===== src/rtl/prim_alert_ping_pkg.sv =====
// Shared types, constants and the round-robin channel search for the alert ping scheduler.
package prim_alert_ping_pkg;

  typedef enum logic [1:0] {
    Idle = 2'd0,
    Wait = 2'd1,
    Ping = 2'd2
  } state_e;

  localparam logic [15:0] LfsrSeedDefault = 16'hACE1;
  // x^16 + x^14 + x^13 + x^11 + 1, right-shifting Galois form
  localparam logic [15:0] LfsrTaps16 = 16'hB400;

  typedef struct packed {
    logic       found;
    logic [4:0] idx;
  } rr_sel_t;

  // First set bit of en at or above start, wrapping modulo n (n <= 32).
  function automatic rr_sel_t rr_search(logic [31:0] en, logic [4:0] start, int unsigned n);
    rr_sel_t     res;
    int unsigned i;
    res = '0;
    for (int unsigned k = 0; k < 32; k++) begin
      i = (32'(start) + k) % n;
      if (k < n && !res.found && en[i]) begin
        res.found = 1'b1;
        res.idx   = 5'(i);
      end
    end
    return res;
  endfunction

endpackage


===== src/rtl/prim_lfsr.sv =====
// Galois LFSR with enable; holds its value while disabled.
module prim_lfsr #(
  parameter int unsigned      Width = 16,
  parameter logic [Width-1:0] Taps  = Width'(16'hB400),
  parameter logic [Width-1:0] Seed  = Width'(16'hACE1)
) (
  input  logic             clk_i,
  input  logic             rst_i,
  input  logic             en_i,
  output logic [Width-1:0] state_o
);

  logic [Width-1:0] state_q, state_d;

  always_comb begin
    state_d = state_q;
    if (en_i) begin
      state_d = (state_q >> 1) ^ ({Width{state_q[0]}} & Taps);
    end
  end

  always_ff @(posedge clk_i) begin
    if (rst_i) begin
      state_q <= Seed;
    end else begin
      state_q <= state_d;
    end
  end

  assign state_o = state_q;

endmodule


===== src/rtl/prim_alert_ping_sched.sv =====
// Ping scheduler: pseudo-random wait, round-robin channel pick, ping with response timeout.
module prim_alert_ping_sched
  import prim_alert_ping_pkg::*;
#(
  parameter int unsigned         NumAlerts = 4,
  parameter int unsigned         WaitCntW  = 16,
  parameter int unsigned         TimeoutW  = 8,
  parameter logic [WaitCntW-1:0] LfsrSeed  = WaitCntW'(LfsrSeedDefault)
) (
  input  logic                 clk_i,
  input  logic                 rst_i,
  input  logic                 en_i,
  input  logic [NumAlerts-1:0] alert_en_i,
  input  logic [WaitCntW-1:0]  wait_mask_i,
  input  logic [TimeoutW-1:0]  timeout_cyc_i,
  output logic [NumAlerts-1:0] ping_req_o,
  input  logic [NumAlerts-1:0] ping_ok_i,
  output logic [NumAlerts-1:0] ping_fail_o,
  output logic                 busy_o
);

  state_e                state_q, state_d;
  logic [WaitCntW-1:0]   wait_cnt_q, wait_cnt_d, lfsr, wait_load;
  logic [TimeoutW-1:0]   tmo_cnt_q, tmo_cnt_d;
  logic [4:0]            sel_q, sel_d, rr_ptr_q, rr_ptr_d, sel_inc;
  logic [NumAlerts-1:0]  ping_req_q, ping_req_d, ping_fail_q, ping_fail_d;
  logic                  busy_q, busy_d, fail_d;
  logic [31:0]           en_ext, ok_ext;
  rr_sel_t               rr;

  prim_lfsr #(
    .Width(WaitCntW),
    .Taps (WaitCntW'(LfsrTaps16)),
    .Seed (LfsrSeed)
  ) u_lfsr (
    .clk_i  (clk_i),
    .rst_i  (rst_i),
    .en_i   (en_i),
    .state_o(lfsr)
  );

  assign en_ext    = 32'(alert_en_i);
  assign ok_ext    = 32'(ping_ok_i);
  assign wait_load = lfsr & wait_mask_i;
  assign sel_inc   = (sel_q == 5'(NumAlerts - 1)) ? 5'd0 : sel_q + 5'd1;

  always_comb begin
    state_d    = state_q;
    wait_cnt_d = wait_cnt_q;
    tmo_cnt_d  = tmo_cnt_q;
    sel_d      = sel_q;
    rr_ptr_d   = rr_ptr_q;
    fail_d     = 1'b0;
    rr         = rr_search(en_ext, rr_ptr_q, NumAlerts);
    if (!en_i) begin
      state_d = Idle;
    end else begin
      case (state_q)
        Idle: begin
          wait_cnt_d = wait_load;
          state_d    = Wait;
        end
        Wait: begin
          if (wait_cnt_q != '0) begin
            wait_cnt_d = wait_cnt_q - WaitCntW'(1);
          end else if (rr.found) begin
            sel_d     = rr.idx;
            tmo_cnt_d = '0;
            state_d   = Ping;
          end else begin
            wait_cnt_d = wait_load;
          end
        end
        Ping: begin
          // A response or a withdrawn channel enable both end the ping without failure
          if (ok_ext[sel_q] || !en_ext[sel_q]) begin
            rr_ptr_d   = sel_inc;
            wait_cnt_d = wait_load;
            state_d    = Wait;
          end else if (tmo_cnt_q == timeout_cyc_i) begin
            fail_d     = 1'b1;
            rr_ptr_d   = sel_inc;
            wait_cnt_d = wait_load;
            state_d    = Wait;
          end else begin
            tmo_cnt_d = tmo_cnt_q + TimeoutW'(1);
          end
        end
        default: state_d = Idle;
      endcase
    end
  end

  // Outputs are registered from next-state so they line up with the state they describe
  always_comb begin
    ping_req_d  = '0;
    ping_fail_d = '0;
    for (int unsigned i = 0; i < NumAlerts; i++) begin
      ping_req_d[i]  = (state_d == Ping) && (sel_d == 5'(i));
      ping_fail_d[i] = fail_d && (sel_q == 5'(i));
    end
    busy_d = (state_d != Idle);
  end

  always_ff @(posedge clk_i) begin
    if (rst_i) begin
      state_q     <= Idle;
      wait_cnt_q  <= '0;
      tmo_cnt_q   <= '0;
      sel_q       <= '0;
      rr_ptr_q    <= '0;
      ping_req_q  <= '0;
      ping_fail_q <= '0;
      busy_q      <= 1'b0;
    end else begin
      state_q     <= state_d;
      wait_cnt_q  <= wait_cnt_d;
      tmo_cnt_q   <= tmo_cnt_d;
      sel_q       <= sel_d;
      rr_ptr_q    <= rr_ptr_d;
      ping_req_q  <= ping_req_d;
      ping_fail_q <= ping_fail_d;
      busy_q      <= busy_d;
    end
  end

  assign ping_req_o  = ping_req_q;
  assign ping_fail_o = ping_fail_q;
  assign busy_o      = busy_q;

endmodule


===== config.mk =====
export PLATFORM = sky130hd
export DESIGN_NAME = prim_alert_ping_sched
export DESIGN_NICKNAME = d
export VERILOG_FILES = /design/src/rtl/prim_alert_ping_pkg.sv /design/src/rtl/prim_lfsr.sv /design/src/rtl/prim_alert_ping_sched.sv
export SDC_FILE = /design/constraint.sdc
export NUM_CORES = 1
export LEC_CHECK = 0
export BUFFER_PORTS_ARGS = -buffer_cell sky130_fd_sc_hd__buf_2
export CAP_MARGIN = 20
export CORE_ASPECT_RATIO = 0.75
export CORE_MARGIN = 1.5
export CORE_UTILIZATION = 40
export DETAILED_ROUTE_END_ITERATION = 16
export SLEW_MARGIN = 40
export SYNTH_ARGS = -nofsm -noshare
export SYNTH_HDL_FRONTEND = slang
export SYNTH_SLANG_ARGS = --single-unit

===== constraint.sdc =====
create_clock -name clk_i -period 7.54 [get_ports clk_i]
set_clock_uncertainty 0.05 [all_clocks]
set_input_delay 0.377 -clock clk_i [delete_from_list [all_inputs] [get_ports clk_i]]
set_output_delay 0.377 -clock clk_i [all_outputs]
set_load 0.02 [all_outputs]

==> impl_results.md <==
- Outcome: finished clean
- Top-count cell post-synth: dfxtp_1
- Yosys top cell by area: dfxtp_1
- Antenna-violating nets left: 0
- Largest net degree at the start of global routing: 33
- WP data arrival: 3.07 ns
- Leakage power: 0.00136 uW
- # hold bufs at CTS: 0
- DP HPWL: 5170 um
- Initial antenna violation count: 0
- H-tree levels: 3
- Root Driver: clkbuf_8
- Overall power: 728 uW
- Layout cells sized above 1: 18.4%
- Residual DRC: 0
- Ys flop type: dfxtp_1
- Minimum clock period: 2.93 ns
- Initial Util: 42.3%
- Net count, final: 427
- Pins Over Slew Limit: 0
- Height of the chip: 77.3 um
- Setup repair after global routing missed its margin: false
- # IOs: 44
- Max-cap violations: 0
- Initial DRC count: 224
- Peak Freq: 341 MHz
- Final Cell Area: 3400 sq um
- Worst-path clk slew: 0.07 ns
- Dpl cell area: 3220 sq um
- Detailed-router iteration count before antenna repair: 5
- CP top delay family: simple AND/OR/NAND/NOR gates
- Worst hold margin: 0.315 ns
- CTS tree: yes
- Wire per inst: 14.9 um
- Slew headroom: 49.4%
- Total core area: 6960 sq um
- Avg Cell Area, Syn: 8.42 sq um
- CP required: 7.68 ns
- GR Util All Layers: 19.4%
- Hold Violations, Final: 0
- Die W: 102 um
- Synth Register Bits: 58
- Fin util: 48.8%
- Min-Delay Path Class: in2reg
- Mapped Area: 2950 sq um
- Sequential area share after synthesis: 39.4%
- Number of synthesized flops with an enable pin: 0
- Net Count, Synth: 391
- Gr ovfl total: 0
- Die area: 7900 sq um
- Critical Path Fanout Max: 32
- Area contributors post-synth: dfxtp_1 39%, mux2i_1 6.5%, a21oi_1 4.6%
- Slowest cell on crit path: or4_4
- Post-CTS Resized: 0
- CP endpoint kind: flip-flop
- Number of diodes: 0
- Slowest Stage Delay on Critical Path: 0.61 ns
- Routed vias/inst: 5.43
- CP Cell Sequence: inv_1 > ha_1 > or3b_1 > or4_4 > o21ai_4 > nor2_1 > a311oi_1 > a211oi_1
- Vias in the first global route: 2,391
- Period utilisation layout: 38.9%
- Startpoint class of the critical path: flip-flop
- Gate Count Post-Synth: 350
- P per Cell Area: 214 nW/um^2
- Asr flop ratio synth: 0%
- Kind of critical path: reg2reg
- FP Rows: 26
- Peak supply drop: 0.000166 V
- Postcts setup bufs: 0
- Buf/Inv on CP: 1
- CTS Sinks: 58
- Synth unique cells: 52
- Measured slew at the worst slew-check pin: 0.752 ns
- Post-Route Setup TNS: 0 ns
- First-pass GRT wire length: 11,900 um
- Yosys warnings: 0
- # setup viols final: 0
- # port buffers: 43
- Worst-Skew Late Latency: 0.34 ns
- Via count: 2,654
- Syn-to-layout area delta: 15.3%
- DRT Wirelength: 7310 um
- CTS buffer count: 9
- Routability cong.: 0.852
- Post-synth top area share: 39.4%
- Post-synth top cells: 58 x dfxtp_1, 36 x nor2_1, 28 x nand2_1
- Maximum clock path buffer count: 2
## logic make-up (layout without fill, tap and decap cells)
kind of cell / count (synthesis) / in the layout / synth area share (%)
buffers and inverters: 26 / 67 / 3.78
flip-flops: 58 / 58 / 39.4
AO/OA/AOI/OAI: 83 / 83 / 17.2
AND/OR/NAND/NOR: 141 / 141 / 24.9
multiplexers: 21 / 21 / 7.72
XOR/XNOR: 15 / 15 / 4.46
adder cells (fa/ha/maj): 6 / 6 / 2.55
## state kept, by name, indices dropped and copies added, names as in the netlist
| register | count |
|---|---|
| rr_ptr_q | 2 |
| tmo_cnt_q | 8 |
| wait_cnt_q | 16 |
| ping_fail_o | 4 |
| sel_q | 5 |
| u_lfsr.state_o | 16 |
| state_q | 2 |
| ping_req_o | 4 |
| busy_o | 1 |
## worst min-delay path, stage by stage
cell and delay [ns]:
buf_2 0.08, a311oi_1 0.07, nor3_1 0.12
## metal layers
layer,up-vias,GRT usage (%),routed length (um)
met5,-,0,0
met4,0,4.93,61
met3,6,5.23,467
met2,91,26.0,3080
met1,1224,30.1,3700
li1,1333,-,-
## power by group
group / total [uW] / switching, uW / internal, uW
registers: 336 / 15.5 / 320
clock network: 258 / 138 / 120
logic: 134 / 81.8 / 52.0
## cell type report
type	count	area [sq um]
tap	98	123
fill	712	3560
multi-input combinational	266	1690
clock inverter	7	56.3
clock buffer	9	124
inverter	8	30.0
timing repair buffer	43	215
sequential	58	1160
## placed cells by master, fill, tap and decap left out, types with 2 or more instances in the layout
cell	n
a211oi_1	4
a21oi_1	27
a22oi_1	2
a311oi_1	2
a31oi_1	6
and2_1	8
and3_1	12
buf_2	43
clkbuf_8	9
clkinv_4	3
clkinvlp_4	4
dfxtp_1	58
ha_1	6
inv_1	8
mux2i_1	19
nand2_1	28
nand2b_1	5
nand3_1	4
nand4_1	8
nor2_1	36
nor2b_1	6
nor3_1	12
nor3b_1	2
nor4_1	6
o2111ai_1	3
o21ai_0	27
or3_1	2
or4_1	2
or4_4	2
xnor2_1	15
## stage by stage
stage,setup slack [ns],instances
2_1_floorplan,5.02,350
3_3_place_gp,4.45,473
3_5_place_dp,4.69,473
4_1_cts,4.65,489
5_1_grt,4.42,489
6_report,4.61,489
## final timing paths
| kind | startpoint | end | slack, ns | cells after the start |
|---|---|---|---|---|
| worst min-delay path | wait_mask_i[8] | wait_cnt_q[8] | 0.31 | 3 |
| worst min register to register | sel_q[2] | sel_q[2] | 0.42 | 1 |
| worst max-delay path | wait_cnt_q[1] | wait_cnt_q[1] | 4.61 | 8 |
| worst max register to register | wait_cnt_q[1] | wait_cnt_q[1] | 4.61 | 8 |
(Power assumes the default switching activity.)
